## config.mk

```make
export PLATFORM = sky130hd
export DESIGN_NAME = product_acc
export DESIGN_NICKNAME = d
export VERILOG_FILES = /design/src/rtl/product_acc_pkg.sv /design/src/rtl/product_acc_sat_add.sv /design/src/rtl/product_acc.sv
export SDC_FILE = /design/constraint.sdc
export NUM_CORES = 1
export LEC_CHECK = 0
export CORE_UTILIZATION = 56
export CTS_BUF_LIST = sky130_fd_sc_hd__clkbuf_16
export DETAILED_ROUTE_END_ITERATION = 7
export GPL_TIMING_DRIVEN = 0
export MAX_ROUTING_LAYER = met4
export PLACE_DENSITY_LB_ADDON = 0.15
export REMOVE_ABC_BUFFERS = 1
export SYNTH_ARGS = -nofsm -noshare
export SYNTH_HDL_FRONTEND = slang
export SYNTH_SLANG_ARGS = --single-unit
export TNS_END_PERCENT = 5
```

## constraint.sdc

```tcl
create_clock -name clk -period 3.85 [get_ports clk]
set_input_delay 0.77 -clock clk [delete_from_list [all_inputs] [get_ports clk]]
set_output_delay 0.77 -clock clk [all_outputs]
set_load 0.01 [all_outputs]
```

## src/rtl/product_acc_pkg.sv

```systemverilog
// Shared types and sizing for the product accumulator that sits behind the
// 8x8 radix-4 Booth multiplier.
package product_acc_pkg;

    localparam int PROD_W_DEF = 16;
    localparam int ACC_W_DEF  = 24;
    localparam int COUNT_W    = 8;
    localparam int COUNT_MAX  = 255;

    typedef enum logic [1:0] {
        IDLE  = 2'd0,
        ACCUM = 2'd1,
        HOLD  = 2'd2
    } state_e;

endpackage

```

## src/rtl/product_acc_sat_add.sv

```systemverilog
// Combinational (ACC_W+1)-bit adder of a sign-extended product onto the
// accumulator, with optional clamping and an overflow flag.
module sat_add #(
    parameter int PROD_W   = 16,
    parameter int ACC_W    = 24,
    parameter int SATURATE = 1
) (
    input  logic [ACC_W-1:0]  acc_i,
    input  logic [PROD_W-1:0] prod_i,
    output logic [ACC_W-1:0]  sum_o,
    output logic              ovf_o
);

    logic [ACC_W:0] wideAcc;
    logic [ACC_W:0] wideProd;
    logic [ACC_W:0] wideSum;

    assign wideAcc  = {acc_i[ACC_W-1], acc_i};
    assign wideProd = {{(ACC_W+1-PROD_W){prod_i[PROD_W-1]}}, prod_i};
    assign wideSum  = wideAcc + wideProd;

    // The two top bits disagree only when the true sum left the ACC_W range.
    assign ovf_o = wideSum[ACC_W] ^ wideSum[ACC_W-1];

    // Bit ACC_W carries the true sign, so it picks which rail to clamp to.
    always_comb begin
        sum_o = wideSum[ACC_W-1:0];
        if (ovf_o && (SATURATE != 0)) begin
            if (wideSum[ACC_W]) begin
                sum_o = {1'b1, {(ACC_W-1){1'b0}}};
            end else begin
                sum_o = {1'b0, {(ACC_W-1){1'b1}}};
            end
        end
    end

endmodule

```

## src/rtl/product_acc.sv

```systemverilog
// Group accumulator: sums a stream of signed products, then presents the
// group sum, term count and sticky overflow on a valid/ready output.
module product_acc
    import product_acc_pkg::*;
#(
    parameter int PROD_W   = PROD_W_DEF,
    parameter int ACC_W    = ACC_W_DEF,
    parameter int SATURATE = 1
) (
    input  logic               clk,
    input  logic               rst,
    input  logic               in_valid,
    output logic               in_ready,
    input  logic [PROD_W-1:0]  in_product,
    input  logic               in_last,
    input  logic               acc_clear,
    output logic               out_valid,
    input  logic               out_ready,
    output logic [ACC_W-1:0]   out_sum,
    output logic               out_overflow,
    output logic [COUNT_W-1:0] out_count
);

    state_e               state_q, state_d;
    logic [ACC_W-1:0]     acc_q, acc_d;
    logic [COUNT_W-1:0]   count_q, count_d;
    logic                 ovf_q, ovf_d;
    logic [ACC_W-1:0]     outSum_q, outSum_d;
    logic [COUNT_W-1:0]   outCount_q, outCount_d;
    logic                 outOvf_q, outOvf_d;

    logic                 inFire;
    logic                 outFire;
    logic [ACC_W-1:0]     prodExt;
    logic [ACC_W-1:0]     addSum;
    logic                 addOvf;
    logic [COUNT_W-1:0]   countInc;

    assign in_ready  = (state_q != HOLD) && !acc_clear;
    assign out_valid = (state_q == HOLD);
    assign inFire    = in_valid && in_ready;
    assign outFire   = out_valid && out_ready;

    assign prodExt  = {{(ACC_W-PROD_W){in_product[PROD_W-1]}}, in_product};
    assign countInc = (count_q == COUNT_W'(COUNT_MAX)) ? count_q : count_q + COUNT_W'(1);

    sat_add #(
        .PROD_W   (PROD_W),
        .ACC_W    (ACC_W),
        .SATURATE (SATURATE)
    ) u_sat_add (
        .acc_i  (acc_q),
        .prod_i (in_product),
        .sum_o  (addSum),
        .ovf_o  (addOvf)
    );

    // Output registers are loaded only on HOLD entry so they stay frozen
    // while the group result waits for the downstream handshake.
    always_comb begin
        state_d    = state_q;
        acc_d      = acc_q;
        count_d    = count_q;
        ovf_d      = ovf_q;
        outSum_d   = outSum_q;
        outCount_d = outCount_q;
        outOvf_d   = outOvf_q;

        if (acc_clear) begin
            state_d    = IDLE;
            acc_d      = '0;
            count_d    = '0;
            ovf_d      = 1'b0;
            outSum_d   = '0;
            outCount_d = '0;
            outOvf_d   = 1'b0;
        end else begin
            unique case (state_q)
                IDLE: begin
                    if (inFire) begin
                        acc_d   = prodExt;
                        count_d = COUNT_W'(1);
                        ovf_d   = 1'b0;
                        if (in_last) begin
                            state_d    = HOLD;
                            outSum_d   = prodExt;
                            outCount_d = COUNT_W'(1);
                            outOvf_d   = 1'b0;
                        end else begin
                            state_d = ACCUM;
                        end
                    end
                end
                ACCUM: begin
                    if (inFire) begin
                        acc_d   = addSum;
                        count_d = countInc;
                        ovf_d   = ovf_q | addOvf;
                        if (in_last) begin
                            state_d    = HOLD;
                            outSum_d   = addSum;
                            outCount_d = countInc;
                            outOvf_d   = ovf_q | addOvf;
                        end
                    end
                end
                HOLD: begin
                    if (outFire) begin
                        state_d = IDLE;
                    end
                end
                default: begin
                    state_d = IDLE;
                end
            endcase
        end
    end

    always_ff @(posedge clk) begin
        if (rst) begin
            state_q    <= IDLE;
            acc_q      <= '0;
            count_q    <= '0;
            ovf_q      <= 1'b0;
            outSum_q   <= '0;
            outCount_q <= '0;
            outOvf_q   <= 1'b0;
        end else begin
            state_q    <= state_d;
            acc_q      <= acc_d;
            count_q    <= count_d;
            ovf_q      <= ovf_d;
            outSum_q   <= outSum_d;
            outCount_q <= outCount_d;
            outOvf_q   <= outOvf_d;
        end
    end

    assign out_sum      = outSum_q;
    assign out_count    = outCount_q;
    assign out_overflow = outOvf_q;

endmodule

```

==> results.md, run 1 <==
- CTS sink count: between 60 and 70
- Hold Crit Depth: 2
- Placed cells: 658
- Metal2 WL: a little over 6 mm
- Dominant synthesized flop cell: dfxtp_1
- 1st-iter DRT viols: ~330
- Slowest Stage Delay on Critical Path: 510 ps
- # DRC: 0
- Reg2Reg Setup Slack: approximately 660 ps
- Synth cell types: 61
- Pre-antenna DRT Iters: 5
- Die span in x: 89.96 um
- GPL Wtd Cong: roughly 0.94
- Status: completed
- Layout cells sized above 1: 0.1003
- Metal3 WL: ~900 um
- Kind of critical path: primary input to register
- Mapped Area: approximately 0.0043 mm^2
- Via density: between 6 and 7
- Area grow syn2layout: 25.44%
- Initial core utilization: 0.5879
- Nets: between 600 and 700
- Commonest non-fill, non-tap cells in the layout: dfxtp_1, nand2_1, a21oi_1, clkdlybuf4s50_1, nor2_1
- Rel. slew slack: 0.1800
- Core box area: between 0.007 and 0.008 mm^2
- Number of global-route vias before repair: 4,230
- Pins Over Slew Limit: 0
- Inserted Diodes: 0
- Total number of vias: ~4,400
- Pleak: between 0.002 and 0.0025 uW
- Largest net degree at the start of global routing: 44
- Synth Area in Adders: 0.07681
- Number of synthesized register bits: 68
- Crit-path cells: clkdlybuf4s50_1 -> ha_2 -> inv_1 -> fa_1 -> nand2b_4 -> a21o_1 -> a21bo_2 -> a211oi_4 -> buf_4 -> nor3_2 -> a2bb2oi_4 -> buf_12 -> a21oi_1 -> o41ai_1
- Clock-pin slew on the worst setup and hold paths: ~60 ps
- Worst Setup End Kind: register
- Non-Filler Instances: 687
- Mapped Cells: about 540
- Slowest library cell on the worst path: clkdlybuf4s50_1
- Post-detail-place hpwl: between 7 and 8 mm
- Comb pwr share: 0.148
- Hold wc startpoint: out_count[5]
- Fillers: 593
- Min-Delay Path Class: register to register
- Max Cap Viol: 0
- H-Tree Depth: 3
- Worst slew pin tran: ~1200 ps
- Number of port buffers: 56
- Clock power share: 0.502
- Register area share after synthesis: 0.3142
- Largest family of logic cells by synthesized area: compound AO/OA/AOI/OAI gates
- Final clock period utilization by the worst path: 0.9899
- CTS tree: built
- Psw: approximately 540 uW
- Reg area: between 0.001 and 0.0015 mm^2
- Height of the die: approximately 90 um
- Overall Global Routing Usage: 0.3153
- Number of hold violations in the final report: 0
- Worst Clk Skew: about 9.7 ps
- Highest metal used: met4
- Crit Path Max Fanout: 14
- Cell row count: 31
- Worst-Skew Late Latency: between 300 and 400 ps
- Worst EP arrival: 4010 ps
- Crit path setup slack, layout: 38.87 ps
- Maximum root-to-sink buffer count: 2
- Hold Crit Endpoint: out_count[5]
- FMAX: around 260 MHz
- Multiplexer share of the synthesized area: 0.002310
- IO Pins: between 50 and 60
- Reg-to-Reg Start: acc_q[0]
- CTS Root Cell: clkbuf_16
- Delay-heaviest family, CP: compound AO/OA/AOI/OAI gates
- Post-synth ARST share: 0
- Pwr dens: between 300 and 400 mW/mm^2
- Grt ovf: 0
- Cells on worst reg2reg path: 13
- DR WL/cell: approximately 18 um
- Simple-gate share of the synthesized area: 0.1733
- Post-route cell area: around 0.0054 mm^2
- Post-Synth XOR/XNOR Area: 0.04851
- R2r endpoint: acc_q[12]
- Synth Warn #: 0
- Antenna violations before repair: 0
- Wire length on met1: about 5.3 mm
- Worst Setup Start Kind: primary input
- Avg Cell Area, Syn: 7.994 um^2
- Peak supply drop: between 0.0002 and 0.00025 V
- Synth Area in Compound Gates: 0.3355
- Sw Share: 0.2590
- Final Setup Violations: 0
- Most common cell after layout, fill and taps aside: dfxtp_1
- Cts bufs inserted: 9
- Post-Place Worst Slack: -1020 ps
- First-pass GRT wire length: between 20 and 25 mm
- Fin crit period: approximately 3800 ps
- Area of the multi-input gates: 0.002856 mm^2
- Crit path buf inv count: 4
- Flop pwr share: 0.349
- Placed cell areas: about 0.005 mm^2
- Worst Path Required: approximately 4100 ps
- Die ar.: about 0.008 mm^2
- Cts hold-fix bufs: 0
- P_int: around 1500 uW
- EDFF count, synth: 0
- Final wirelength: about 13 mm
- Post-route antenna net violation count: 0
Yosys cell counts (all sizes together) (2+ instances only):
| library cell | n | area, um^2 |
|---|---|---|
| nor2b | 4 | 25.02 |
| o211a | 2 | 20.02 |
| and2 | 4 | 25.02 |
| and4 | 2 | 17.52 |
| xnor2 | 17 | 148.9 |
| a21o | 14 | 105.1 |
| a211oi | 8 | 72.57 |
| nor2 | 45 | 171.4 |
| a211o | 2 | 17.52 |
| inv | 10 | 37.54 |
| or3 | 2 | 12.51 |
| nand2 | 59 | 221.5 |
| a221oi | 6 | 65.06 |
| ha | 25 | 312.8 |
| nand4 | 8 | 56.30 |
| a22oi | 4 | 30.03 |
| a31oi | 12 | 75.07 |
| nor3 | 5 | 25.02 |
| o21bai | 4 | 33.78 |
| a41oi | 2 | 17.52 |
| a21boi | 3 | 22.52 |
| a32oi | 5 | 43.79 |
| a2111oi | 2 | 23.77 |
| clkbuf | 32 | 121.4 |
| dfxtp | 68 | 1361 |
| o211ai | 16 | 133.9 |
| a21oi | 63 | 326.6 |
| buf | 7 | 55.05 |
| o21ai | 41 | 205.2 |
| xor2 | 7 | 61.31 |
| and3 | 2 | 12.51 |
| nand3 | 27 | 140.1 |
| o41ai | 16 | 162.7 |
| nand2b | 6 | 37.54 |
per-layer routing:
layer,vias up,GRT usage
met5,-,-
met4,0,0.1290
met3,38,0.05668
met2,191,0.5288
met1,2083,0.3737
li1,2100,-
power by group through the flow:
stage          logic (uW)  clock network [uW]  registers, uW
4_1_cts               294                1050            725
3_3_place_gp          271                   0            740
5_1_grt               335                1080            727
2_1_floorplan         184                   0            741
3_5_place_dp          278                   0            741
6_report              309                1040            726
sequential cells by signal (all words and copies together) (netlist names):
register      cells
acc_q            24
ovf_q             1
out_count         8
out_sum          24
state_q           2
out_overflow      1
count_q           8
through the flow:
stage                 util  TNS, ps  total power [uW]  hold slack (ps)
floorplan                -        0             925.8            445.0
global placement    0.6569   -37090              1011            445.6
detailed placement  0.6589   -40260              1018            445.3
CTS                 0.7224        0              2065            454.0
global route        0.7375   -89.01              2145            490.7
finish              0.7375        0              2079            454.3
kinds of logic after synthesis:
| logic type | Yosys count |
|---|---|
| simple gates | 165 |
| mux | 1 |
| flops | 68 |
| buf+inv | 49 |
| compound gates | 209 |
| fa+ha+maj | 26 |
| xor+xnor | 24 |
what timing repair did:
| item | in CTS | in global routing |
|---|---|---|
| setup buffers | 5 | 6 |
| resized for setup | 8 | 7 |
| endpoints found under the setup margin | 55 | 41 |
| pin swaps | 3 | 5 |
| cloned | 2 | 0 |
| hold endpoints to repair | 0 | 0 |
worst reg2reg max path: stages, from the launching register on:
cell,delay [ps]
dfxtp_1,340
ha_2,200
inv_1,60
fa_1,380
nand2b_4,170
a21o_1,210
a21bo_2,240
a211oi_4,310
buf_4,180
nor3_2,80
a2bb2oi_4,200
buf_12,170
a21oi_1,110
o41ai_1,410
worst max path at each step:
| stage | from | endpoint | slack (ps) | cells after the start |
|---|---|---|---|---|
| after floorplan | in_product[0] | out_sum[12] | 480 | 11 |
| after global placement | in_product[15] | out_sum[0] | -980 | 10 |
| after detailed placement | in_product[15] | out_sum[0] | -1020 | 10 |
| after CTS | in_product[0] | out_sum[6] | 10 | 14 |
| after global routing | in_product[0] | acc_q[12] | -80 | 14 |
| final | in_product[0] | acc_q[12] | 40 | 14 |
area by class of cell:
class,instances,area share
inverters,10,0.006906
repair buffers,67,0.1262
clock inverters,7,0.02670
flip-flops and latches,68,0.2505
clock buffers,9,0.04144
well taps,99,0.02279
multi-input cells,427,0.5256
Note: power is estimated with default switching activity, not from simulation.
==> run 2: changes to the inputs <==
Settings changed: CAP_MARGIN from default to 20, CORE_MARGIN from default to 2.
==> run 2 against run 1 <==
  * Global-route usage down 1.5 points
  * Critical path depth down 2
  * Worst hold slack better by 0.82 ps
  * Routed wire length decreased by 0.19%
  * Sequential power about the same
  * Largest power group unchanged
  * Power fell by 6.3%
  * Critical endpoint is now acc_q[11]
==> results.md, run 2 (synthesized netlist as in run 1, its figures left out) <==
- Status: completed
- Layout cells sized above 1: 0.1153
- Setup TNS Final: 0 ps
- Die span in x: ~92 um
- Fin crit period: between 3000 and 4000 ps
- Area grow syn2layout: 27.38%
- P_int: around 1400 uW
- Worst Setup End Kind: register
- CTS sink count: between 60 and 70
- Worst Path Required: 4080 ps
- Grt ovf: 0
- Cts hold-fix bufs: 0
- Pwr dens: between 300 and 400 mW/mm^2
- FMAX: approximately 270 MHz
- Sw Share: 0.2737
- Total number of vias: around 4,300
- Overall Global Routing Usage: 0.3007
- Inserted Diodes: 0
- Peak supply drop: 0.0002674 V
- Reg2Reg Setup Slack: between 600 and 700 ps
- 1st-iter DRT viols: 235
- DR WL/cell: around 18 um
- Cts bufs inserted: 9
- Reg-to-Reg Start: acc_q[0]
- Worst Clk Skew: roughly 9.3 ps
- Hold wc startpoint: out_count[3]
- Post-route antenna net violation count: 0
- Crit-path cells: clkdlybuf4s50_1 -> inv_1 -> fa_1 -> nand2b_4 -> a21o_1 -> a21bo_2 -> a211oi_4 -> o21bai_4 -> o211ai_4 -> clkbuf_16 -> a21oi_1 -> o41ai_1
- Worst Setup Start Kind: primary input
- H-Tree Depth: 3
- Final Power: slightly below 2000 uW
- Placed cells: 663
- Height of the die: 91.96 um
- GPL Wtd Cong: about 0.93
- IO Pins: 57
- Antenna violations before repair: 0
- Number of global-route vias before repair: 4,111
- Largest net degree at the start of global routing: 44
- Flop pwr share: 0.372
- Max Cap Viol: 0
- Clock power share: 0.464
- Min-Delay Path Class: register to register
- Fillers: 600
- Initial core utilization: 0.5696
- Worst EP arrival: approximately 4000 ps
- Slowest Stage Delay on Critical Path: 520 ps
- Crit Path Max Fanout: 5
- Final wirelength: around 12 mm
- Number of hold violations in the final report: 0
- Final Setup Violations: 0
- Most common cell after layout, fill and taps aside: dfxtp_1
- # DRC: 0
- Post-detail-place hpwl: 8.028 mm
- Pins Over Slew Limit: 0
- Nets: 633
- Non-Filler Instances: 692
- Clock-pin slew on the worst setup and hold paths: ~60 ps
- CTS Root Cell: clkbuf_16
- Cell row count: 32
- Number of port buffers: 56
- CP Launch Point: in_product[1]
- CTS tree: built
- Kind of critical path: primary input to register
- Comb pwr share: 0.164
- Pre-antenna DRT Iters: 6
- Slowest library cell on the worst path: clkdlybuf4s50_1
- Via density: ~6.2
- Final clock period utilization by the worst path: 0.9678
- Final core area utilization: 0.7255
- Post-route cell area: roughly 0.0055 mm^2
- Pleak: 0.002132 uW
- Rel. slew slack: 0.3183
- Maximum root-to-sink buffer count: 2
- Worst slew pin tran: slightly above 1000 ps
- Commonest non-fill, non-tap cells in the layout: dfxtp_1, nand2_1, a21oi_1, clkdlybuf4s50_1, nor2_1
- Die ar.: around 0.0085 mm^2
- Worst-Skew Late Latency: between 300 and 400 ps
- Core box area: approximately 0.0076 mm^2
- Psw: roughly 530 uW
- First-pass GRT wire length: ~20 mm
- Placed cell areas: around 0.0049 mm^2
[run 2: area by class of cell]
cell class | instances | area (um^2) | share of cell area
clock inverter | 7 | 98.84 | 0.01791
sequential | 68 | 1361 | 0.2467
timing repair buffer | 70 | 777.0 | 0.1408
inverter | 10 | 37.54 | 0.006801
multi-input combinational | 426 | 2892 | 0.5239
tap | 102 | 127.6 | 0.02312
clock buffer | 9 | 225.2 | 0.04081
[run 2: power by group through the flow]
stage	clock, uW	combinational (uW)	sequential (uW)
after floorplan	0	184	741
after global placement	0	274	740
after detailed placement	0	283	741
after CTS	912	297	725
after global routing	942	347	727
final	904	319	726
[run 2: layer usage]
| layer | share of wire | up-vias | track usage |
|---|---|---|---|
| li1 | - | 2107 | - |
| met1 | 0.44 | 2063 | 0.3760 |
| met2 | 0.49 | 138 | 0.5067 |
| met3 | 0.056 | 15 | 0.04930 |
| met4 | 0.015 | 0 | 0.08085 |
| met5 | 0 | - | - |
[run 2: what timing repair did]
action,in CTS,in global routing
pin swaps,4,11
resized for setup,9,13
setup buffers,3,6
hold endpoints to repair,0,0
cloned,1,2
endpoints found under the setup margin,46,36
[run 2: final timing paths]
kind,end,cells after the start
setup / recovery,acc_q[11],12
hold / removal,out_count[3],2
setup reg to reg,acc_q[11],12
hold reg to reg,out_count[3],2
[run 2: worst max-delay path: cells and delay by family]
family                   cells  cell delay (ps)
AO/OA/AOI/OAI                7             1730
adder cells (fa/ha/maj)      1              450
buffers and inverters        3              820
AND/OR/NAND/NOR              1              170
[run 2: stage by stage]
step | setup WS (ps) | hold slack [ps]
finish | 123.8 | 455.1
detailed placement | -892.8 | 447.6
global placement | -872.5 | 444.6
CTS | -4.588 | 458.4
global route | -25.05 | 488.8
floorplan | 483.9 | 445.0
==> run 3: changes to the inputs <==
--- a/config.mk
+++ b/config.mk
@@ -8,3 +8,2 @@
 export CAP_MARGIN = 20
-export CORE_MARGIN = 2
 export CORE_UTILIZATION = 56
==> constraint.sdc (replaced) <==
create_clock -name clk -period 4.1 [get_ports clk]
set_input_delay 0.41 -clock clk [delete_from_list [all_inputs] [get_ports clk]]
set_output_delay 0.41 -clock clk [all_outputs]
set_load 0.01 [all_outputs]
==> run 3 against run 2 <==
  * Global-route usage up 0.53 points
  * Sequential share of layout area up 0.92 points
  * Routed wire length down 4.0%
  * Via count down 0.32%
  * Clock skew down 1.0 ps
  * Critical endpoint is now out_sum[10]
==> results.md, run 3 (synthesized netlist as in run 1, its figures left out) <==
- H-Tree Depth: 3
- IO Pins: between 50 and 60
- Via density: between 6 and 7
- GPL Wtd Cong: 0.9357
- Final Setup Violations: 0
- CP Launch Point: in_product[15]
- Reg area: between 0.001 and 0.0015 mm^2
- Hold wc startpoint: out_count[5]
- Min-Delay Path Class: register to register
- Core box area: between 0.007 and 0.008 mm^2
- Peak supply drop: 0.0001994 V
- Cell row count: 31
- Die ar.: between 0.008 and 0.009 mm^2
- Global Route met2 Usage: 0.5064
- Clock power share: 0.464
- Pre-antenna DRT Iters: 5
- Crit Path Max Fanout: 11
- Sw Share: 0.2682
- DR WL/cell: 17.59 um
- Most common cell after layout, fill and taps aside: dfxtp_1
- Cts bufs inserted: 9
- Pwr dens: between 300 and 400 mW/mm^2
- Post-detail-place hpwl: between 7 and 8 mm
- Initial core utilization: 0.5879
- Slowest Stage Delay on Critical Path: about 670 ps
- Final wirelength: ~12 mm
- Placed cells: 660
- Clock-pin slew on the worst setup and hold paths: 60 ps
- Height of the die: about 90 um
- Worst Setup End Kind: register
- Crit-path cells: clkdlybuf4s50_1 -> ha_1 -> a21o_1 -> a21o_1 -> a221oi_1 -> nand3_2 -> o21bai_2 -> o211ai_4 -> buf_12 -> a21oi_1 -> o41ai_1
- Layout cells sized above 1: 0.07547
- Cts hold-fix bufs: 0
- Overall Global Routing Usage: 0.3060
- Pins Over Slew Limit: 0
- GR Layer Usage met1: 0.3770
- Delay-heaviest family, CP: compound AO/OA/AOI/OAI gates
- Rel. slew slack: 0.3557
- Worst EP arrival: 4190 ps
- First-pass GRT wire length: between 15 and 20 mm
- CTS Root Cell: clkbuf_16
- Number of global-route vias before repair: approximately 4,000
- P_int: between 1000 and 1500 uW
- Non-Filler Instances: roughly 680
- Most used routing layer: met2
- Cell mode on critical path: a21o_1
- Nets: ~630
- Status: completed
- Antenna violations before repair: 0
- Max Cap Viol: 0
- Maximum root-to-sink buffer count: 2
- Kind of critical path: primary input to register
- Final Power: roughly 1800 uW
- FMAX: 251.4 MHz
- Worst-Skew Late Latency: 330 ps
- Crit path buf inv count: 2
- Comb pwr share: 0.157
- Number of port buffers: 56
- Psw: 482.3 uW
- Area grow syn2layout: 22.78%
- Die span in x: approximately 90 um
- CTS sink count: 68
- Worst Setup Start Kind: primary input
- Unrepaired setup endpoints after global routing: false
- CTS tree: built
- Grt ovf: 0
- Flop pwr share: 0.379
- Fillers: between 500 and 600
- Area of the multi-input gates: 0.002793 mm^2
- Worst Path Required: ~4300 ps
- M3 GR Usage: 0.06007
- Post-route antenna net violation count: 0
- Worst Clk Skew: just over 8 ps
- Total number of vias: 4,309
- Final clock period utilization by the worst path: 0.9700
- Pleak: around 0.0020 uW
- Inserted Diodes: 0
- 1st-iter DRT viols: ~240
- Reg-to-Reg Start: acc_q[0]
- # DRC: 0
- Number of hold violations in the final report: 0
- Fin crit period: around 4000 ps
- Slowest library cell on the worst path: clkdlybuf4s50_1
- Worst slew pin tran: a little under 1000 ps
- Largest net degree at the start of global routing: between 40 and 50
- Commonest non-fill, non-tap cells in the layout: dfxtp_1, a21oi_1, nand2_1, clkdlybuf4s50_1, nor2_1
==> run 3: cell types whose count changed in the layout (fill, tap and decap cells not counted), moves of 3 or more <==
cell	change
a221oi_1	+3
o41ai_1	+5
a221oi_2	-3
ha_1	+3
o41ai_2	-5
ha_2	-3
buf_4	-4
==> run 3: what timing repair did <==
action | in CTS | in global routing
cloned | 0 | 1
setup buffers | 4 | 0
pin swaps | 1 | 1
gates resized for setup | 0 | 1
setup endpoints to repair | 4 | 5
==> run 3: metal layers <==
layer  wire length (um)  share of wire  vias up
li1                   -              -     2090
met1               5238           0.44     2035
met2               5743           0.48      158
met3                793          0.066       26
met4                219          0.018        0
met5                  0              0        -
==> run 3: final cells by class <==
cell class,count,share of cell area
flip-flops and latches,68,0.2559
clock buffers,9,0.04233
inverters,10,0.007056
clock inverters,7,0.01764
multi-input cells,426,0.5249
well taps,99,0.02328
repair buffers,63,0.1289
==> run 3: power groups by stage <==
stage	clock network [uW]	registers, uW	logic (uW)
final	834	682	283
after global routing	873	683	306
after CTS	839	681	272
after detailed placement	0	696	266
after global placement	0	695	255
after floorplan	0	696	173
==> run 3: per-stage QoR <==
| step | setup TNS [ps] | hold WS [ps] | setup slack [ps] | cell area, um^2 | utilization |
|---|---|---|---|---|---|
| 2_1_floorplan | 0 | 445.0 | 1094 | 4156 | - |
| 3_3_place_gp | -6684 | 445.6 | -365.7 | 4841 | 0.6569 |
| 3_5_place_dp | -7239 | 449.5 | -365.5 | 4911 | 0.6664 |
| 4_1_cts | 0 | 459.1 | 156.6 | 5273 | 0.7155 |
| 5_1_grt | 0 | 486.9 | 82.44 | 5320 | 0.7219 |
| 6_report | 0 | 456.2 | 123.0 | 5320 | 0.7219 |
==> run 3: worst register-to-register path: stages, from the launching register on <==
cell and delay [ps]:
dfxtp_1 330, ha_1 200, inv_1 70, fa_1 370
nand2b_1 200, a21o_1 230, a21bo_2 250, a211oi_4 330
nor3_1 190, a2bb2oi_2 700, a32oi_1 240, a21oi_1 200
==> run 3: final timing paths <==
check            endpoint  slack, ps  cells past startpoint
max           out_sum[10]        120                     11
min          out_count[5]        460                      2
max reg2reg     acc_q[21]        710                     11
min reg2reg  out_count[5]        460                      2
